## config.mk

```make
export PLATFORM = sky130hd
export DESIGN_NAME = i2c_slave_responder_flat
export DESIGN_NICKNAME = d
export VERILOG_FILES = /design/src/rtl/i2c_slave_responder_if.sv /design/src/rtl/i2c_slave_responder.sv /design/src/flat_wrapper.sv
export SDC_FILE = /design/constraint.sdc
export NUM_CORES = 1
export LEC_CHECK = 0
export ABC_AREA = 1
export CAP_MARGIN = 10
export CORE_ASPECT_RATIO = 2
export CORE_MARGIN = 2
export CORE_UTILIZATION = 50
export DETAILED_ROUTE_END_ITERATION = 8
export GPL_TIMING_DRIVEN = 0
export PLACE_DENSITY = 0.72
export SYNTH_ARGS = -nofsm -noshare
export SYNTH_HDL_FRONTEND = slang
export SYNTH_SLANG_ARGS = --single-unit
```

## constraint.sdc

```tcl
create_clock -name clk -period 2.2 [get_ports clk]
set_input_delay 0.33 -clock clk [delete_from_list [all_inputs] [get_ports clk]]
set_output_delay 0.33 -clock clk [all_outputs]
set_load 0.1 [all_outputs]
```

## src/rtl/i2c_slave_responder_if.sv

```systemverilog
// rtl/i2c_slave_responder_if.sv - I2C bus pins (SCL, SDA in, SDA pull-down enable)
interface i2c_slave_responder_if;
  logic scl;
  logic sda_in;
  logic sda_oe;

  modport slave (
    input  scl,
    input  sda_in,
    output sda_oe
  );

  modport master (
    output scl,
    output sda_in,
    input  sda_oe
  );
endinterface

```

## src/rtl/i2c_slave_responder.sv

```systemverilog
// rtl/i2c_slave_responder.sv - I2C slave with sub-address register pointer, byte write and sequential read
module i2c_slave_responder #(
  parameter logic [6:0] SLAVE_ADDR = 7'h5C
) (
  input  logic                   clk,
  input  logic                   rst,
  i2c_slave_responder_if.slave   bus,
  output logic [7:0]             reg_addr,
  output logic [7:0]             reg_wdata,
  output logic                   reg_we,
  input  logic [7:0]             reg_rdata,
  output logic                   busy
);

  typedef enum logic [3:0] {
    IDLE,
    ADDR,
    ADDR_ACK,
    SUB,
    SUB_ACK,
    WDATA,
    WDATA_ACK,
    RDATA,
    RDATA_ACK,
    IGNORE
  } state_t;

  state_t      state_q, state_d;
  logic        scl_s1, scl_s2, scl_d;
  logic        sda_s1, sda_s2, sda_d;
  logic        start_evt, stop_evt;
  logic        scl_rise, scl_fall;
  logic        start_seen, stop_seen;
  logic        sda_oe_q, sda_oe_d;
  logic [7:0]  shift_q, shift_d;
  logic [2:0]  bit_cnt_q, bit_cnt_d;
  logic        rw_q, rw_d;
  logic        ack_seen_q, ack_seen_d;
  logic [7:0]  reg_addr_q, reg_addr_d;
  logic [7:0]  reg_wdata_q, reg_wdata_d;
  logic        reg_we_q, reg_we_d;
  logic [7:0]  byte_in;

  // Two-flop synchronizers plus one delayed copy of each for edge detection.
  always_ff @(posedge clk or posedge rst) begin
    if (rst) begin
      scl_s1 <= 1'b1;
      scl_s2 <= 1'b1;
      scl_d  <= 1'b1;
      sda_s1 <= 1'b1;
      sda_s2 <= 1'b1;
      sda_d  <= 1'b1;
    end else begin
      scl_s1 <= bus.scl;
      scl_s2 <= scl_s1;
      scl_d  <= scl_s2;
      sda_s1 <= bus.sda_in;
      sda_s2 <= sda_s1;
      sda_d  <= sda_s2;
    end
  end

  assign scl_rise   = scl_s2 & ~scl_d;
  assign scl_fall   = ~scl_s2 & scl_d;
  // SCL must be stably high across the SDA edge for a bus condition.
  assign start_seen = sda_d & ~sda_s2 & scl_s2 & scl_d;
  assign stop_seen  = ~sda_d & sda_s2 & scl_s2 & scl_d;

  // START/STOP are flagged one clock after the SDA transition is observed.
  always_ff @(posedge clk or posedge rst) begin
    if (rst) begin
      start_evt <= 1'b0;
      stop_evt  <= 1'b0;
    end else begin
      start_evt <= start_seen;
      stop_evt  <= stop_seen;
    end
  end

  assign byte_in = {shift_q[6:0], sda_s2};

  // Next-state and datapath: bytes shift in on SCL rise, SDA changes only on SCL fall.
  always_comb begin
    state_d     = state_q;
    sda_oe_d    = sda_oe_q;
    shift_d     = shift_q;
    bit_cnt_d   = bit_cnt_q;
    rw_d        = rw_q;
    ack_seen_d  = ack_seen_q;
    reg_addr_d  = reg_addr_q;
    reg_wdata_d = reg_wdata_q;
    reg_we_d    = 1'b0;

    // Pointer advances the cycle after the write strobe, so the strobe sees the old address.
    if (reg_we_q) begin
      reg_addr_d = reg_addr_q + 8'd1;
    end

    if (stop_evt) begin
      state_d    = IDLE;
      sda_oe_d   = 1'b0;
      bit_cnt_d  = 3'd0;
      ack_seen_d = 1'b0;
    end else if (start_evt) begin
      state_d    = ADDR;
      sda_oe_d   = 1'b0;
      bit_cnt_d  = 3'd0;
      shift_d    = 8'h00;
      ack_seen_d = 1'b0;
    end else begin
      case (state_q)
        IDLE, IGNORE: begin
          sda_oe_d = 1'b0;
        end

        ADDR: begin
          if (scl_rise) begin
            shift_d   = byte_in;
            bit_cnt_d = bit_cnt_q + 3'd1;
            if (bit_cnt_q == 3'd7) begin
              if (byte_in[7:1] == SLAVE_ADDR) begin
                rw_d    = byte_in[0];
                state_d = ADDR_ACK;
              end else begin
                state_d = IGNORE;
              end
            end
          end
        end

        SUB: begin
          if (scl_rise) begin
            shift_d   = byte_in;
            bit_cnt_d = bit_cnt_q + 3'd1;
            if (bit_cnt_q == 3'd7) begin
              reg_addr_d = byte_in;
              state_d    = SUB_ACK;
            end
          end
        end

        WDATA: begin
          if (scl_rise) begin
            shift_d   = byte_in;
            bit_cnt_d = bit_cnt_q + 3'd1;
            if (bit_cnt_q == 3'd7) begin
              reg_wdata_d = byte_in;
              reg_we_d    = 1'b1;
              state_d     = WDATA_ACK;
            end
          end
        end

        // The registered sda_oe tells which of the two ACK falling edges this is.
        ADDR_ACK: begin
          if (scl_fall) begin
            if (!sda_oe_q) begin
              sda_oe_d = 1'b1;
            end else begin
              bit_cnt_d = 3'd0;
              if (rw_q) begin
                state_d  = RDATA;
                shift_d  = reg_rdata;
                sda_oe_d = ~reg_rdata[7];
              end else begin
                state_d  = SUB;
                sda_oe_d = 1'b0;
              end
            end
          end
        end

        SUB_ACK, WDATA_ACK: begin
          if (scl_fall) begin
            if (!sda_oe_q) begin
              sda_oe_d = 1'b1;
            end else begin
              sda_oe_d  = 1'b0;
              bit_cnt_d = 3'd0;
              state_d   = WDATA;
            end
          end
        end

        // Shift on rise so the next bit sits in shift_q[7] for the following fall.
        RDATA: begin
          if (scl_rise) begin
            shift_d   = {shift_q[6:0], 1'b0};
            bit_cnt_d = bit_cnt_q + 3'd1;
            if (bit_cnt_q == 3'd7) begin
              state_d = RDATA_ACK;
            end
          end else if (scl_fall) begin
            sda_oe_d = ~shift_q[7];
          end
        end

        // First fall releases SDA, rise samples the master, second fall loads the next byte.
        RDATA_ACK: begin
          if (scl_fall) begin
            if (ack_seen_q) begin
              ack_seen_d = 1'b0;
              bit_cnt_d  = 3'd0;
              shift_d    = reg_rdata;
              sda_oe_d   = ~reg_rdata[7];
              state_d    = RDATA;
            end else begin
              sda_oe_d = 1'b0;
            end
          end else if (scl_rise) begin
            if (!sda_s2) begin
              reg_addr_d = reg_addr_q + 8'd1;
              ack_seen_d = 1'b1;
            end else begin
              sda_oe_d = 1'b0;
              state_d  = IGNORE;
            end
          end
        end

        default: begin
          state_d  = IDLE;
          sda_oe_d = 1'b0;
        end
      endcase
    end
  end

  // State and datapath registers; async reset releases SDA at once.
  always_ff @(posedge clk or posedge rst) begin
    if (rst) begin
      state_q     <= IDLE;
      sda_oe_q    <= 1'b0;
      shift_q     <= 8'h00;
      bit_cnt_q   <= 3'd0;
      rw_q        <= 1'b0;
      ack_seen_q  <= 1'b0;
      reg_addr_q  <= 8'h00;
      reg_wdata_q <= 8'h00;
      reg_we_q    <= 1'b0;
    end else begin
      state_q     <= state_d;
      sda_oe_q    <= sda_oe_d;
      shift_q     <= shift_d;
      bit_cnt_q   <= bit_cnt_d;
      rw_q        <= rw_d;
      ack_seen_q  <= ack_seen_d;
      reg_addr_q  <= reg_addr_d;
      reg_wdata_q <= reg_wdata_d;
      reg_we_q    <= reg_we_d;
    end
  end

  assign bus.sda_oe = sda_oe_q;
  assign reg_addr   = reg_addr_q;
  assign reg_wdata  = reg_wdata_q;
  assign reg_we     = reg_we_q;
  // Busy only once the address has matched; an unmatched transfer never shows busy.
  assign busy       = (state_q != IDLE) && (state_q != ADDR) && (state_q != IGNORE);

endmodule
```

## src/flat_wrapper.sv

```systemverilog
// flat-port wrapper written by rule: the top's interface ports become plain ports
module i2c_slave_responder_flat 
#(
  parameter logic [6:0] SLAVE_ADDR = 7'h5C
)
  (clk, rst, reg_addr, reg_wdata, reg_we, reg_rdata, busy, bus_scl, bus_sda_in, bus_sda_oe);
  i2c_slave_responder_if bus_i ();
  input  logic clk;
  input  logic rst;
  output logic [7:0] reg_addr;
  output logic [7:0] reg_wdata;
  output logic reg_we;
  input  logic [7:0] reg_rdata;
  output logic busy;
  input wire logic [$bits(bus_i.scl)-1:0] bus_scl;
  input wire logic [$bits(bus_i.sda_in)-1:0] bus_sda_in;
  output wire logic [$bits(bus_i.sda_oe)-1:0] bus_sda_oe;
  assign bus_i.scl = bus_scl;
  assign bus_i.sda_in = bus_sda_in;
  assign bus_sda_oe = bus_i.sda_oe;
  i2c_slave_responder #(.SLAVE_ADDR(SLAVE_ADDR)) u_core (.clk(clk), .rst(rst), .bus(bus_i), .reg_addr(reg_addr), .reg_wdata(reg_wdata), .reg_we(reg_we), .reg_rdata(reg_rdata), .busy(busy));
endmodule
```

==> results of run 1 <==
-- path summary, 6_finish.rpt --
path	from	end	cells past startpoint	slack [ns]
min in group asynchronous	rst	u_core.reg_wdata[1]	3	0.38
min	u_core.sda_s1	u_core.sda_s2	0	0.36
max reg2reg	u_core.scl_s2	u_core.state_q[3]	12	0.18
max in group asynchronous	rst	u_core.sda_s2	3	1.54
min reg2reg	u_core.sda_s1	u_core.sda_s2	0	0.36
max	u_core.reg_wdata[7]	reg_wdata[7]	1	0.05
-- state kept, by name (all words and copies together) (netlist names) --
| signal | cells |
|---|---|
| u_core.shift_q | 8 |
| u_core.scl_d | 1 |
| u_core.bit_cnt_q | 3 |
| u_core.sda_s1 | 1 |
| u_core.scl_s2 | 1 |
| u_core.start_evt | 1 |
| u_core.sda_s2 | 1 |
| u_core.stop_evt | 1 |
| u_core.ack_seen_q | 1 |
| u_core.sda_d | 1 |
| u_core.rw_q | 1 |
| u_core.reg_addr | 8 |
| u_core.bus.sda_oe | 1 |
| u_core.reg_we | 1 |
| u_core.state_q | 4 |
| u_core.reg_wdata | 8 |
| u_core.scl_s1 | 1 |
-- cells in the final DEF (no fill, tap or decap), drive strengths merged, types with 6 or more instances in the layout --
cell | Yosys | routed
nor2 | 34 | 34
nand2 | 170 | 170
o21ai | 18 | 18
a21oi | 24 | 24
inv | 47 | 47
dfrtp | 37 | 37
nand3 | 48 | 48
clkbuf | 1 | 6
buf | 6 | 7
nand4 | 6 | 6
clkdlybuf4s50 | 0 | 22
dfstp | 6 | 6
-- power by group through the flow --
| stage | Combinational [mW] | Clock (mW) | Sequential [mW] |
|---|---|---|---|
| 5_1_grt | 2.34 | 0.781 | 1.15 |
| 2_1_floorplan | 1.36 | 0 | 1.38 |
| 3_5_place_dp | 2.11 | 0 | 1.13 |
| 4_1_cts | 2.10 | 0.759 | 1.12 |
| 6_report | 2.10 | 0.739 | 1.12 |
| 3_3_place_gp | 2.06 | 0 | 1.12 |
-- metrics by stage --
| step | util | TNS, ns | hold WS (ns) |
|---|---|---|---|
| after floorplan | - | 0 | 0.334 |
| after global placement | 0.577 | -1.26 | 0.348 |
| after detailed placement | 0.580 | -0.177 | 0.347 |
| after CTS | 0.606 | 0 | 0.360 |
| after global routing | 0.610 | 0 | 0.364 |
| final | 0.610 | 0 | 0.359 |
-- area by class of cell --
| class | instances | area, um^2 | share of cell area |
|---|---|---|---|
| inverters | 47 | 181 | 0.0526 |
| clock inverters | 3 | 25.0 | 0.00725 |
| clock buffers | 5 | 125 | 0.0362 |
| multi-input cells | 322 | 1590 | 0.461 |
| plain buffers | 7 | 46.3 | 0.0134 |
| flip-flops and latches | 43 | 1080 | 0.314 |
| repair buffers | 31 | 323 | 0.0935 |
| well taps | 61 | 76.3 | 0.0221 |
-- synthesized netlist by cell type, drive strengths merged, types with 2 or more instances --
master    n
a21oi    24
buf       6
dfrtp    37
dfstp     6
ha        5
inv      47
nand2   170
nand3    48
nand4     6
nor2     34
nor3      5
o211ai    2
o21a      2
o21ai    18
-- cell families (layout without fill, tap and decap cells) --
kind of cell    count (synthesis)  after routing  share of synthesized area
fa+ha+maj                       5              5                     0.0217
flops                          43             43                      0.376
buf+inv                        54             93                     0.0789
xor+xnor                        1              1                    0.00304
compound gates                 50             50                      0.102
simple gates                  266            266                      0.418
-- routing by layer --
metal	GRT usage	wire, um	part of all wire	vias to the layer above
met5	0	0	0	-
li1	-	-	-	1429
met4	0.181	448	0.061	0
met3	0.0314	236	0.032	29
met2	0.448	4110	0.56	78
met1	0.258	2600	0.35	1278
==> results.sh, run 1 <==
export IMPL_port_buffers=30
export IMPL_finalClockSkew_ns=0.00618
export IMPL_grt_setup_unrepaired="no"
export IMPL_p_comb_frac=0.531
export IMPL_drc_errors=0
export IMPL_cpPeakStageDelay_ns=1.15
export IMPL_dr_pass1_iters=5
export IMPL_synth_nets=436
export IMPL_num_vias=2814
export IMPL_synth_largest_area_cell="dfrtp_1"
export IMPL_arrival_ns=1.82
export IMPL_path_clk_slew_ns=0.07
export IMPL_slowest_stage="clkdlybuf4s50_1"
export IMPL_synth_top_area_frac=0.321
export IMPL_synth_main_ff_cell="dfrtp_1"
export IMPL_drive_gt1_frac=0.0961
export IMPL_rows=39
export IMPL_holdCritPathClass="reg2reg"
export IMPL_antenna_found_initial=0
export IMPL_setup_viol=0
export IMPL_end_kind="primary output"
export IMPL_seq_power_share=0.283
export IMPL_place_ws_ns=-0.177
export IMPL_die_area_um2=6430
export IMPL_synth_seq_cells=43
export IMPL_cellPowerDensity_nw_per_um2=1150
export IMPL_cp_max_fo=2
export IMPL_stdcell_count=519
export IMPL_drt_total_wl_mm=7.39
export IMPL_worst_slew_pin_slew_ns=0.972
export IMPL_grt_pass1_wl_mm=12.7
export IMPL_area_delta_synth_final_pct=19.6
export IMPL_min_period_ns=2.15
export IMPL_gp_congestion=0.933
export IMPL_grt_pass1_vias=2852
export IMPL_first_iter_violations=106
export IMPL_power_frac_clock=0.186
export IMPL_die_h_um=111
export IMPL_netlist_instances=419
export IMPL_dp_cells=511
export IMPL_slew_headroom=0.350
export IMPL_cts_num_sinks=43
export IMPL_final_nets=474
export IMPL_start_kind="flop"
export IMPL_die_w_um=57.7
export IMPL_hold_viol_final=0
export IMPL_cts_inserted_buffers=5
export IMPL_synth_enable_flop_cells=0
export IMPL_postCtsResizedCells=7
export IMPL_cts_path_max_buffers=2
export IMPL_worstSetupPathType="reg2out"
export IMPL_cpLargestDelayFamily="buffers and inverters"
export IMPL_yosysUniqueCellTypes=33
export IMPL_clock_latency_ns=0.29
export IMPL_fmax_ghz=0.466
export IMPL_grt_overflow_total=0
export IMPL_cp_cell_sequence="clkdlybuf4s50_1"
export IMPL_peakVddDrop_uv=882
export IMPL_status="finished, final reports clean"
export IMPL_grt_max_degree=44
export IMPL_post_cts_buffers=0
export IMPL_gr_usage_all_layers=0.252
export IMPL_async_flop_share=1.00
export IMPL_place_area_um2=3290
export IMPL_avgRoutedWirePerCell_um=14.2
export IMPL_final_cell_area_um2=3450
export IMPL_io_pins=31
export IMPL_critPathBufInv=1
export IMPL_crit_required_ns=1.87
export IMPL_ys_seq_area_frac=0.376
export IMPL_core_um2=5660
export IMPL_yosys_warnings=0
export IMPL_period_share=0.975
export IMPL_nFillCells=553
export IMPL_dpl_hpwl_mm=5.78
export IMPL_hold_buffers=0
export IMPL_ant_nets=0
export IMPL_net_switching_power_mw=1.99
export IMPL_total_power_mw=3.96
export IMPL_cts_tree="yes"
export IMPL_intPower_mw=1.98
export IMPL_diodes=0
export IMPL_h_tree_depth=2
export IMPL_timing_final_ws_setup_ns=0.0544
export IMPL_synth_area_leaders="dfrtp_1 (32%), nand2_1 (21%), nand3_1 (7.5%)"
export IMPL_initial_core_util=0.510
export IMPL_power_switching_share=0.501
export IMPL_p_leak_nw=1.81
export IMPL_drv_cap=0
export IMPL_viasPerCell=5.42
export IMPL_root_buffer="clkbuf_16"
export IMPL_synth_area_um2=2890
export IMPL_maxSlewViolCount=0
export IMPL_syn_area_per_cell_um2=6.89
No activity file was read; power rests on OpenSTA's default activity.
==> inputs of run 2 (changes only) <==
Settings changed: CORE_UTILIZATION 50 to 25, PLACE_DENSITY 0.72 to default.
==> run 2 against run 1 <==
Core utilization shrank 30 points. Power rose by 1.2%. Clock skew up 0.0051 ns. Via count increased by 1.4%. Hold slack worse by 0.090 ns. Die area increased by 94%. Critical path type unchanged.
==> results.sh, run 2 (synthesis gave the netlist of run 1 again) <==
export IMPL_io_pins=31
export IMPL_grt_pass1_vias=2782
export IMPL_path_depth=1
export IMPL_worst_slew_pin_slew_ns=0.984
export IMPL_post_cts_buffers=0
export IMPL_dpl_hpwl_mm=6.83
export IMPL_cp_max_fo=2
export IMPL_cts_path_max_buffers=2
export IMPL_final_common_cell="nand2_1"
export IMPL_p_comb_frac=0.529
export IMPL_port_buffers=30
export IMPL_hold_viol_final=0
export IMPL_first_iter_violations=146
export IMPL_initial_core_util=0.256
export IMPL_rows=55
export IMPL_clock_latency_ns=0.29
export IMPL_holdCritPathClass="in2async"
export IMPL_r2r_end="u_core.shift_q[4]"
export IMPL_drive_gt1_frac=0.0939
export IMPL_r2r_start="u_core.scl_d"
export IMPL_stdcell_count=600
export IMPL_dr_pass1_iters=4
export IMPL_final_nets=474
export IMPL_drt_total_wl_mm=8.52
export IMPL_cpPeakStageDelay_ns=1.15
export IMPL_dp_cells=592
export IMPL_area_delta_synth_final_pct=23.0
export IMPL_end_kind="primary output"
export IMPL_h_tree_depth=2
export IMPL_num_vias=2853
export IMPL_status="finished, final reports clean"
export IMPL_finalClockSkew_ns=0.0113
export IMPL_viasPerCell=4.76
export IMPL_antenna_found_initial=0
export IMPL_r2r_cells=7
export IMPL_peakVddDrop_uv=372
export IMPL_root_buffer="clkbuf_16"
export IMPL_die_h_um=156
export IMPL_core_um2=11300
export IMPL_min_period_ns=2.16
export IMPL_p_leak_nw=1.78
export IMPL_drc_errors=0
export IMPL_path_clk_slew_ns=0.07
export IMPL_grt_pass1_wl_mm=13.5
export IMPL_net_switching_power_mw=2.01
export IMPL_drv_cap=0
export IMPL_maxSlewViolCount=0
export IMPL_timing_final_ws_setup_ns=0.0393
export IMPL_total_power_mw=4.01
export IMPL_power_frac_clock=0.192
export IMPL_seq_power_share=0.280
export IMPL_place_ws_ns=-0.170
export IMPL_worstSetupPathType="reg2out"
export IMPL_gr_usage_all_layers=0.141
export IMPL_avgRoutedWirePerCell_um=14.2
export IMPL_ant_nets=0
export IMPL_power_switching_share=0.500
export IMPL_layout_common_cells="nand2_1 (164), inv_1 (45), nand3_1 (43)"
export IMPL_period_share=0.982
export IMPL_rrSetupSlack_ns=0.15
export IMPL_slowest_stage="clkdlybuf4s50_1"
export IMPL_critPathBufInv=1
export IMPL_intPower_mw=2.00
export IMPL_slew_headroom=0.342
export IMPL_grt_setup_unrepaired="no"
export IMPL_cts_inserted_buffers=5
export IMPL_grt_overflow_total=0
export IMPL_crit_required_ns=1.87
export IMPL_startpoint="u_core.reg_wdata[5]"
export IMPL_start_kind="flop"
export IMPL_die_area_um2=12500
export IMPL_hold_buffers=0
export IMPL_cpLargestDelayFamily="buffers and inverters"
export IMPL_worstSetupEndpoint="reg_wdata[5]"
export IMPL_cts_tree="yes"
export IMPL_cp_cell_sequence="clkdlybuf4s50_1"
export IMPL_arrival_ns=1.83
export IMPL_cellPowerDensity_nw_per_um2=1130
export IMPL_gp_congestion=0.889
export IMPL_diodes=0
export IMPL_die_w_um=80.0
export IMPL_setup_viol=0
export IMPL_cts_num_sinks=43
export IMPL_fmax_ghz=0.463
export IMPL_grt_max_degree=35
run 2: routing by layer:
layer / vias to the layer above / routed length (um) / GRT usage
li1: 1416 / - / -
met3: 23 / 297 / 0.0237
met5: - / 0 / 0
met1: 1329 / 2940 / 0.131
met4: 0 / 374 / 0.0807
met2: 85 / 4910 / 0.274
run 2: worst min-delay path by stage:
stage / to / slack, ns / cells past startpoint
after floorplan: u_core.scl_s1 / 0.33 / 0
after global placement: u_core.sda_s2 / 0.35 / 0
after detailed placement: u_core.sda_s2 / 0.35 / 0
after CTS: u_core.reg_addr[2] / 0.28 / 2
after global routing: u_core.reg_addr[2] / 0.28 / 2
final: u_core.reg_addr[2] / 0.27 / 2
run 2: through the flow:
| stage | utilization | instance area (um^2) | setup TNS, ns | hold slack, ns |
|---|---|---|---|---|
| 2_1_floorplan | - | 2890 | 0 | 0.334 |
| 5_1_grt | 0.314 | 3550 | 0 | 0.283 |
| 4_1_cts | 0.313 | 3530 | 0 | 0.282 |
| 3_3_place_gp | 0.298 | 3370 | -2.97 | 0.347 |
| 3_5_place_dp | 0.300 | 3390 | -0.170 | 0.348 |
| 6_report | 0.314 | 3550 | 0 | 0.269 |
run 2: timing repair:
item                                    CTS  global route
pin swaps                                 0             0
endpoints found under the setup margin    7            12
resized for setup                         9             3
run 2: power by group through the flow:
stage               combinational (mW)  sequential (mW)  clock [mW]
CTS                               2.11             1.12       0.790
detailed placement                2.12             1.14           0
global placement                  2.09             1.13           0
global route                      2.32             1.14       0.819
finish                            2.12             1.12       0.769
floorplan                         1.36             1.38           0
run 2: layout make-up:
class / count / area [um^2]
well taps: 142 / 178
multi-input cells: 322 / 1590
plain buffers: 7 / 46.3
clock inverters: 1 / 8.76
flip-flops and latches: 43 / 1080
clock buffers: 7 / 143
repair buffers: 31 / 317
fillers: 1271 / 7740
inverters: 47 / 181
==> inputs of run 3 (changes only) <==
Settings changed: CORE_UTILIZATION 25 to 57, PLACE_DENSITY from default to 0.8, SKIP_CTS_REPAIR_TIMING from default to 1.
==> run 3 against run 2 <==
Global-route usage increased by 16 points. Clock skew is 0.00077 ns higher. Clock power shrank 18%. Count of clock-buffer cells in the layout shrank 2. Non-clock buffer count fell by 1. Via count down 0.84%. Die area shrank 54%. Sequential share of layout area is 1.3 points higher. Design area fell by 4.1%. Sequential cell count unchanged. Worst setup slack gained 0.017 ns. Largest power group unchanged.
==> results.sh, run 3 (synthesis gave the netlist of run 1 again) <==
export IMPL_status="finished, final reports clean"
export IMPL_holdCritPathClass="reg2reg"
export IMPL_fmax_ghz=0.467
export IMPL_clock_latency_ns=0.31
export IMPL_power_switching_share=0.512
export IMPL_path_depth=1
export IMPL_final_nets=473
export IMPL_grt_pass1_vias=2758
export IMPL_start_kind="flop"
export IMPL_path_clk_slew_ns=0.09
export IMPL_layout_common_cells="nand2_1 (164), inv_1 (45), nand3_1 (43)"
export IMPL_ant_nets=0
export IMPL_antenna_found_initial=0
export IMPL_drc_errors=0
export IMPL_grt_setup_unrepaired="no"
export IMPL_timing_setup_tns_ns=0
export IMPL_io_pins=31
export IMPL_r2r_cells=7
export IMPL_first_iter_violations=92
export IMPL_root_buffer="clkbuf_8"
export IMPL_grt_pass1_wl_mm=12.5
export IMPL_worst_slew_pin_slew_ns=0.980
export IMPL_intPower_mw=1.89
export IMPL_initial_core_util=0.593
export IMPL_finalClockSkew_ns=0.0120
export IMPL_stdcell_count=514
export IMPL_drt_total_wl_mm=7.80
export IMPL_num_vias=2829
export IMPL_cts_tree="yes"
export IMPL_min_period_ns=2.14
export IMPL_power_frac_clock=0.163
export IMPL_place_ws_ns=-0.207
export IMPL_critPathBufInv=1
export IMPL_final_common_cell="nand2_1"
export IMPL_p_leak_nw=1.87
export IMPL_arrival_ns=1.81
export IMPL_area_delta_synth_final_pct=18.0
export IMPL_cts_inserted_buffers=5
export IMPL_end_kind="primary output"
export IMPL_drive_gt1_frac=0.0941
export IMPL_cp_cell_sequence="clkdlybuf4s50_1"
export IMPL_total_power_mw=3.87
export IMPL_avgRoutedWirePerCell_um=15.2
export IMPL_peakVddDrop_uv=952
export IMPL_cpLargestDelayFamily="buffers and inverters"
export IMPL_cts_num_sinks=43
export IMPL_hold_viol_final=0
export IMPL_grt_max_degree=44
export IMPL_drv_cap=0
export IMPL_holdPathStages=0
export IMPL_grt_overflow_total=0
export IMPL_ff_latch_area_um2=1080
export IMPL_p_comb_frac=0.549
export IMPL_crit_required_ns=1.87
export IMPL_multi_input_area_um2=1590
export IMPL_core_um2=4860
export IMPL_cp_max_fo=3
export IMPL_worstSetupPathType="reg2out"
export IMPL_holdWs_ns=0.360
export IMPL_nFillCells=419
export IMPL_cpPeakStageDelay_ns=1.13
export IMPL_dp_cells=506
export IMPL_rows=36
export IMPL_diodes=0
export IMPL_setup_viol=0
export IMPL_slowest_stage="clkdlybuf4s50_1"
export IMPL_slew_headroom=0.345
export IMPL_port_buffers=30
export IMPL_period_share=0.974
export IMPL_viasPerCell=5.50
export IMPL_net_switching_power_mw=1.98
export IMPL_gr_usage_all_layers=0.302
export IMPL_die_h_um=105
export IMPL_maxSlewViolCount=0
export IMPL_dpl_hpwl_mm=5.95
export IMPL_timing_final_ws_setup_ns=0.0566
export IMPL_die_w_um=54.3
export IMPL_cellPowerDensity_nw_per_um2=1140
export IMPL_gp_congestion=0.952
export IMPL_seq_power_share=0.288
export IMPL_die_area_um2=5680
export IMPL_cts_path_max_buffers=2
export IMPL_h_tree_depth=2
export IMPL_dr_pass1_iters=6
-- run 3: final cells by class --
cell class	instances	share of cell area
multi-input combinational	322	0.467
sequential	43	0.318
timing repair buffer	30	0.0933
inverter	47	0.0533
tap	57	0.0209
clock buffer	5	0.0202
buffer	7	0.0136
clock inverter	3	0.0129
-- run 3: path summary, 6_finish.rpt --
check	from	endpoint	slack [ns]
min reg2reg	u_core.sda_s1	u_core.sda_s2	0.36
max in group asynchronous	rst	u_core.bit_cnt_q[2]	1.10
min in group asynchronous	rst	u_core.start_evt	0.53
max	u_core.reg_addr[7]	reg_addr[7]	0.06
min	u_core.sda_s1	u_core.sda_s2	0.36
max reg2reg	u_core.scl_s2	u_core.reg_wdata[2]	0.10
-- run 3: power groups by stage --
| stage | logic (mW) | clock network, mW | registers [mW] |
|---|---|---|---|
| 2_1_floorplan | 1.36 | 0 | 1.38 |
| 3_3_place_gp | 2.07 | 0 | 1.12 |
| 3_5_place_dp | 2.10 | 0 | 1.13 |
| 4_1_cts | 2.12 | 0.648 | 1.11 |
| 5_1_grt | 2.32 | 0.680 | 1.13 |
| 6_report | 2.12 | 0.630 | 1.11 |
-- run 3: metrics by stage --
stage / cell area [um^2] / utilization
after floorplan: 2890 / -
after global placement: 3260 / 0.670
after detailed placement: 3260 / 0.670
after CTS: 3370 / 0.693
after global routing: 3400 / 0.700
final: 3400 / 0.700
-- run 3: metal layers --
layer,up-vias,part of all wire,global-route usage
li1,1413,-,-
met1,1311,0.36,0.302
met2,78,0.56,0.537
met3,27,0.031,0.0514
met4,0,0.047,0.173
met5,-,0,0
